<file path="src/rtl/word_check_ctrl_pkg.sv">
// Shared definitions for the typing-check controller: FSM encoding,
// scan-code constants and default timing parameters.
package word_check_ctrl_pkg;

  typedef enum logic [2:0] {
    IDLE,
    ADDR,
    LOAD,
    WAIT_KEY,
    PENALTY,
    DONE
  } state_t;

  localparam logic [8:0] KEY_CODE_ENTER = 9'd90;
  localparam logic [8:0] WORD_END       = 9'd0;

  localparam int unsigned NUM_WORDS_DEF     = 16;
  localparam int unsigned PENALTY_CYC_DEF   = 50_000_000;
  localparam int unsigned TICKS_PER_SEC_DEF = 100_000_000;

endpackage

</file>
<file path="src/rtl/word_check_ctrl_sec_ticker.sv">
// One-second prescaler: counts enabled cycles and pulses tick on the last
// cycle of each second, wrapping back to zero.
module sec_ticker
  import word_check_ctrl_pkg::*;
#(
  parameter int unsigned TICKS_PER_SEC = TICKS_PER_SEC_DEF
) (
  input  logic clk,
  input  logic rst,
  input  logic en,
  output logic tick
);

  localparam int unsigned CW = (TICKS_PER_SEC > 1) ? $clog2(TICKS_PER_SEC) : 1;

  logic [CW-1:0] cnt;

  assign tick = en && (cnt == CW'(TICKS_PER_SEC - 1));

  always_ff @(posedge clk) begin
    if (rst)       cnt <= '0;
    else if (tick) cnt <= '0;
    else if (en)   cnt <= cnt + CW'(1);
  end

endmodule

</file>
<file path="src/rtl/word_check_ctrl.sv">
// Typing-check session controller: fetches expected scan codes from a word
// ROM, compares key presses, counts words/errors and enforces a lockout.
module word_check_ctrl
  import word_check_ctrl_pkg::*;
#(
  parameter int unsigned NUM_WORDS     = NUM_WORDS_DEF,
  parameter int unsigned PENALTY_CYC   = PENALTY_CYC_DEF,
  parameter int unsigned TICKS_PER_SEC = TICKS_PER_SEC_DEF
) (
  input  logic       clk,
  input  logic       rst,
  input  logic       start,
  input  logic       abort,
  input  logic       key_valid,
  input  logic [8:0] key_code,
  output logic [6:0] rom_addr,
  input  logic [8:0] rom_data,
  output logic       correct_n,
  output logic       done,
  output logic [4:0] word_cnt,
  output logic [7:0] err_cnt,
  output logic [7:0] elapsed_sec,
  output logic       busy
);

  localparam int unsigned PW = (PENALTY_CYC > 1) ? $clog2(PENALTY_CYC) : 1;

  state_t        state;
  logic [3:0]    word_idx;
  logic [2:0]    char_idx;
  logic [8:0]    exp_code;
  logic [PW-1:0] pen_cnt;
  logic          sess_start;
  logic          tick;
  logic          word_done;
  logic          last_word;

  assign busy      = (state != IDLE) && (state != DONE);
  assign done      = (state == DONE);
  assign correct_n = (state != PENALTY);

  // In DONE an abort beats start; in IDLE abort has no effect.
  assign sess_start = start && ((state == IDLE) || ((state == DONE) && !abort));

  assign word_done = ((state == LOAD) && (rom_data == WORD_END)) ||
                     ((state == WAIT_KEY) && key_valid && (key_code == exp_code) &&
                      (char_idx == 3'd7));
  assign last_word = (word_idx == 4'(NUM_WORDS - 1));

  sec_ticker #(
    .TICKS_PER_SEC(TICKS_PER_SEC)
  ) u_sec_ticker (
    .clk (clk),
    .rst (rst || sess_start),
    .en  (busy),
    .tick(tick)
  );

  // rom_addr is loaded on the edge entering ADDR so the synchronous ROM
  // presents its data during LOAD.
  always_ff @(posedge clk) begin
    if (rst) begin
      state       <= IDLE;
      word_idx    <= '0;
      char_idx    <= '0;
      word_cnt    <= '0;
      err_cnt     <= '0;
      elapsed_sec <= '0;
      exp_code    <= '0;
      rom_addr    <= '0;
      pen_cnt     <= '0;
    end else begin
      if (tick && (elapsed_sec != '1)) elapsed_sec <= elapsed_sec + 8'd1;

      if (abort && (state != IDLE)) begin
        state <= IDLE;
      end else begin
        case (state)
          IDLE, DONE: begin
            if (start) begin
              state       <= ADDR;
              word_idx    <= '0;
              char_idx    <= '0;
              word_cnt    <= '0;
              err_cnt     <= '0;
              elapsed_sec <= '0;
              rom_addr    <= '0;
            end
          end
          ADDR: state <= LOAD;
          LOAD: begin
            exp_code <= rom_data;
            state    <= WAIT_KEY;
          end
          WAIT_KEY: begin
            if (key_valid) begin
              if (key_code != exp_code) begin
                if (err_cnt != '1) err_cnt <= err_cnt + 8'd1;
                pen_cnt <= '0;
                state   <= PENALTY;
              end else if (char_idx != 3'd7) begin
                char_idx <= char_idx + 3'd1;
                rom_addr <= {word_idx, char_idx + 3'd1};
                state    <= ADDR;
              end
            end
          end
          PENALTY: begin
            if (pen_cnt == PW'(PENALTY_CYC - 1)) state <= WAIT_KEY;
            else                                 pen_cnt <= pen_cnt + PW'(1);
          end
          default: state <= IDLE;
        endcase

        if (word_done) begin
          word_cnt <= word_cnt + 5'd1;
          word_idx <= word_idx + 4'd1;
          char_idx <= '0;
          if (last_word) begin
            state <= DONE;
          end else begin
            state    <= ADDR;
            rom_addr <= {word_idx + 4'd1, 3'd0};
          end
        end
      end
    end
  end

endmodule

</file>
<file path="config.mk">
export PLATFORM = sky130hd
export DESIGN_NAME = word_check_ctrl
export DESIGN_NICKNAME = d
export VERILOG_FILES = /design/src/rtl/word_check_ctrl_pkg.sv /design/src/rtl/word_check_ctrl_sec_ticker.sv /design/src/rtl/word_check_ctrl.sv
export SDC_FILE = /design/constraint.sdc
export NUM_CORES = 1
export LEC_CHECK = 0
export BUFFER_PORTS_ARGS = -buffer_cell sky130_fd_sc_hd__buf_2
export CAP_MARGIN = 20
export CORE_MARGIN = 3
export CORE_UTILIZATION = 35
export DETAILED_ROUTE_END_ITERATION = 10
export MAX_ROUTING_LAYER = met4
export PLACE_DENSITY_LB_ADDON = 0.2
export SKIP_LAST_GASP = 1
export SLEW_MARGIN = 40
export SYNTH_ARGS = -nofsm -noshare
export SYNTH_HDL_FRONTEND = slang
export SYNTH_SLANG_ARGS = --single-unit
</file>
<file path="constraint.sdc">
create_clock -name clk -period 2.36 [get_ports clk]
set_input_delay 0.118 -clock clk [delete_from_list [all_inputs] [get_ports clk]]
set_output_delay 0.118 -clock clk [all_outputs]
set_load 0.01 [all_outputs]
</file>
Word level (Yosys, flattened, before mapping). Cells that the tools add are included.

Flip-flop bits (word level): 100. Input bits: 23. Output and inout bits: 31. Logic and storage cells: 116.

$add $sub $neg: 7. Reduce and logical (&&, ||, !) cells: 31. Multiplexer cells: 40. Equal/unequal tests: 27. Bitwise gates (word level): 1.

Operators with widths (count): $mux W26 (3); $mux W8 (8); $pmux W26 S2 (1); $mux W7 (6); $mux W3 (12); $add A27 B1 Y27 const B (1); $eq A27 B27 Y1 const B (1); $add A26 B1 Y26 const B (1); $eq A26 B26 Y1 const B (1); $ne A3 B3 Y1 const B (7); $add A8 B1 Y8 const B (2); $ne A8 B8 Y1 const B (2); $pmux W8 S2 (1); $mux W5 (3); $pmux W3 S5 (1); $pmux W7 S2 (1); $mux W4 (3); $reduce_and A6 Y1 (2); $logic_and A1 B1 Y1 (10); $eq A3 B3 Y1 const B (3); $eq A9 B9 Y1 (1); $logic_not A9 Y1 (1); $ne A9 B9 Y1 (1); $reduce_bool A2 Y1 (4); other kinds (21) (30).

Longest topological paths before layout.
Depth after elaboration: 8. Mapped depth: 9. Depth with buffers taken out: 7.

Modules after synthesis. Synthesis repeated with hierarchy kept, for this count alone.

Cell total of the unflattened synthesis: 640. Area, all modules: 5332.6 um^2.

By module, submodules not included: word_check_ctrl (area each 3962.6 um^2, cells an instance 487, seq. area each 1461.4 um^2, times used 1); sec_ticker (area each 1370.1 um^2, cells an instance 153, seq. area each 540.5 um^2, times used 1).

Worst setup path before layout. No wires, ideal clock.

Path kind: register to register. From: register state[1]. To: register pen_cnt[24]. Slack: 0.325 ns. Required time: 2.237 ns. Setup time: 0.123 ns. Path buffers: 2. Stages on the path, launching flop included: 9. Data arrival time: 1.912 ns. Clock period less this slack: 2.035 ns. Cells stage by stage: dfxtp_1 -> buf_6 -> nand2b_4 -> or2_1 -> a31o_1 -> buf_6 -> a211oi_4 -> nand3_1 -> mux2_1.

Longest elaborated chain between the ends: 4. Elaborated cells between the ends (all ways): 11. Classes of those cells: eq/ne (5); mux (1); bitwise (1); reduce/logical (4).

Ends and longest elaborated chain: from (decl) (RTL line word_check_ctrl.sv:28) `state_t state;`; from (signal assigned) (RTL line word_check_ctrl.sv:63) `state <= IDLE;`; from (signal assigned) (RTL line word_check_ctrl.sv:76) `state <= IDLE;`; from (signal assigned) (RTL line word_check_ctrl.sv:81) `state <= ADDR;`; parallel branches: the longest is 4 deep, another holds $reduce_and A5 Y1; to (signal assigned) (RTL line word_check_ctrl.sv:110) `else pen_cnt <= pen_cnt + PW'(1);`; to (decl) (RTL line word_check_ctrl.sv:32) `logic [PW-1:0] pen_cnt;`.

Parallel ways; which one is timed is not known. A chain may end at the register's enable or synchronous reset.

Worst setup path after layout.
From: register state[2]. To: register rom_addr[4].

Longest elaborated chain between the ends: 6. Elaborated cells between the ends (all ways): 15. Classes of those cells: eq/ne (3); mux (3); reduce/logical (9).

Ends and longest elaborated chain: parallel branches: the longest is 6 deep, another holds $pmux W7 S2; to (signal assigned) (RTL line word_check_ctrl.sv:103) `rom_addr <= {word_idx, char_idx + 3'd1};`; to (signal assigned) (RTL line word_check_ctrl.sv:123) `rom_addr <= {word_idx + 4'd1, 3'd0};`; to (decl) (RTL line word_check_ctrl.sv:16) `output logic [6:0] rom_addr,`.

Parallel ways; which one is timed is not known.

==> metrics.txt <==
status completed; post-DR vias/cell approximately 5.3; CP max stage cell dfxtp_2; WP buf/inv 0; Core Rows 43; DP HPWL 9170 um; met3 routed WL between 500 and 600 um; sum of negative setup slack 0 ns; clk_skew 0.00698 ns; register area share after synthesis about two fifths; highest routing layer actually used met4; post-synthesis cell count 617; Routed met1 length 5930 um; initial antenna violation count 0; CP Launch Type flip-flop; Final Max Slew Viols 0; die area 16300 um^2; post-CTS setup repair buffer count 0; CTS max path bufs 2; share of cells above drive strength 1 between 15 and 20%; # port buffers 53; Root Driver clkbuf_16; met2 wire length 5780 um; most numerous cell in the Yosys netlist dfxtp_1; Netlist cell types 63; Post-synth EDFFs 0; slew margin rel. approximately three fifths; Area Overhead vs Synth 17.9%; Total GRT Usage approximately 16%; clock sinks 100; drt total wl 12400 um; Hold Path Class in2reg; vias in the first global route roughly 4400; cts bufs inserted 9; crit-path max FO 13; post-synth top area cell dfxtp_1; Placed Area 5780 um^2; gr ovfl total 0; Yosys reg bits 100; Pre-Repair DR Iteration Count 5; pwr/cell area 753 nW/um^2; final setup vio count 0; fmax 465 MHz; Ports 54; n_diodes 0; critical path type reg2reg; delay-heaviest family, CP simple AND/OR/NAND/NOR gates; 1st-iter DRT viols 210; Final nets 719; post-layout util 43.0%; Main synth FF type dfxtp_1; largest net degree at the start of global routing 33; Arrival @ worst endpoint 2.41 ns; max incr delay on CP 0.50 ns; max cap viols 0; Lkg Pwr ~2.3 nW; Worst-Margin Slew 0.577 ns; Mapped Area 5160 um^2; first-pass GRT wire length 21000 um; Final period util between 90% and 100%; top cell type's share of synthesized area between 30% and 40%; Synth warnings 0; fill count 1434; mean post-synth cell area 8.37 um^2; Post-synth top cells dfxtp_1 (100), nor2_1 (95), nand2_1 (55); gpl congestion 0.820; synth top area cells dfxtp_1 (39%), xor2_1 (7.0%), nor2_1 (6.9%); post-route cell area between 6000 and 7000 um^2; ANT nets after route 0; RSZ-0062 raised after global routing false; CTS tree built; Max rail drop VDD between 0.5 and 0.6 mV; Required @ worst endpoint 2.62 ns; clk slew on worst S/H paths 0.07 ns; syn nets roughly 650; DR WL/cell 14.2 um; DIE HEIGHT between 100 and 150 um; vias 4580; Core Footprint 14100 um^2; DIE WIDTH around 130 um; fin crit period 2.15 ns; final hold slack slightly above 0.02 ns; Remaining DRCs 0; crit-path cells and3b_1 -> and3_1 -> a41o_1 -> and2_4 -> or3_1 -> a211oi_1; FF-to-FF setup slack 0.21 ns; ys async rst share 0%; H-tree levels 3; Worst setup EP type flip-flop; starting density of the core 36.5%; endpoints failing hold 0; clk_lat worst skew 0.34 ns
logic make-up (layout without fill, tap and decap cells):
kind of cell,count (synthesis),after routing,share of synthesized area [%]
xor+xnor,64,64,10.9
fa+ha+maj,8,8,1.94
buf+inv,42,117,3.88
compound gates,105,105,14.5
simple gates,286,286,27.6
mux,12,12,2.40
flops,100,100,38.8
worst paths after layout:
check,from,cells after the start,end
max,state[2]$_SDFFE_PP0P_,6,rom_addr[4]$_SDFFE_PP0N_
min,rom_data[7],3,exp_code[7]$_SDFFE_PP0P_
max reg2reg,state[2]$_SDFFE_PP0P_,6,rom_addr[4]$_SDFFE_PP0N_
min reg2reg,exp_code[1]$_SDFFE_PP0P_,2,exp_code[1]$_SDFFE_PP0P_
area by class of cell:
class	count	area [um^2]	area share [%]
flip-flops and latches	100	2010	32.9
clock buffers	14	274	4.50
repair buffers	83	515	8.47
well taps	180	225	3.70
multi-input cells	475	2970	48.7
clock inverters	1	30.0	0.493
inverters	19	71.3	1.17
layout by cell type (no fill, tap or decap), drive strengths merged, types with 6 or more instances in the layout:
cell    count
clkbuf     14
xor2       41
a31oi       6
nor4        7
o21ai      13
buf        83
nor2       95
nand2b      7
a31o        9
dfxtp     100
and4        7
mux2i       9
and3       17
nand4      16
ha          8
a211oi     12
nand2      56
nor3       11
xnor2      23
inv        19
nand3      47
a21oi      35
metrics by stage:
step,worst slack (ns),instances,power (W)
4_1_cts,0.0288,872,0.00464
3_5_place_dp,0.0505,857,0.00311
3_3_place_gp,0.102,857,0.00307
2_1_floorplan,0.325,617,0.00270
6_report,0.211,872,0.00459
5_1_grt,0.0351,872,0.00485
per-layer routing:
metal | vias up | GRT usage, %
li1 | 2324 | -
met1 | 2147 | 21.1
met2 | 99 | 24.9
met3 | 10 | 3.89
met4 | 0 | 4.35
met5 | - | -
power by group:
part	internal, W	switching, W
clock	0.000904	0.000611
combinational	0.000472	0.000735
sequential	0.00175	0.000113
registers in the layout (all words and copies together), names as in the netlist:
name / cells
exp_code: 9
word_cnt: 5
char_idx: 3
pen_cnt: 26
err_cnt: 8
rom_addr: 7
word_idx: 4
u_sec_ticker.cnt: 27
state: 3
elapsed_sec: 8
worst min-delay path, stage by stage:
cell	delay [ns]
buf_2	0.10
nand2_1	0.05
a21oi_1	0.05
repair_timing:
item / in CTS / in global routing
gates resized for setup: 0 / 3
hold buffers: 0 / 0
endpoints found under the setup margin: 0 / 41
Note: power is estimated with default switching activity, not from simulation.
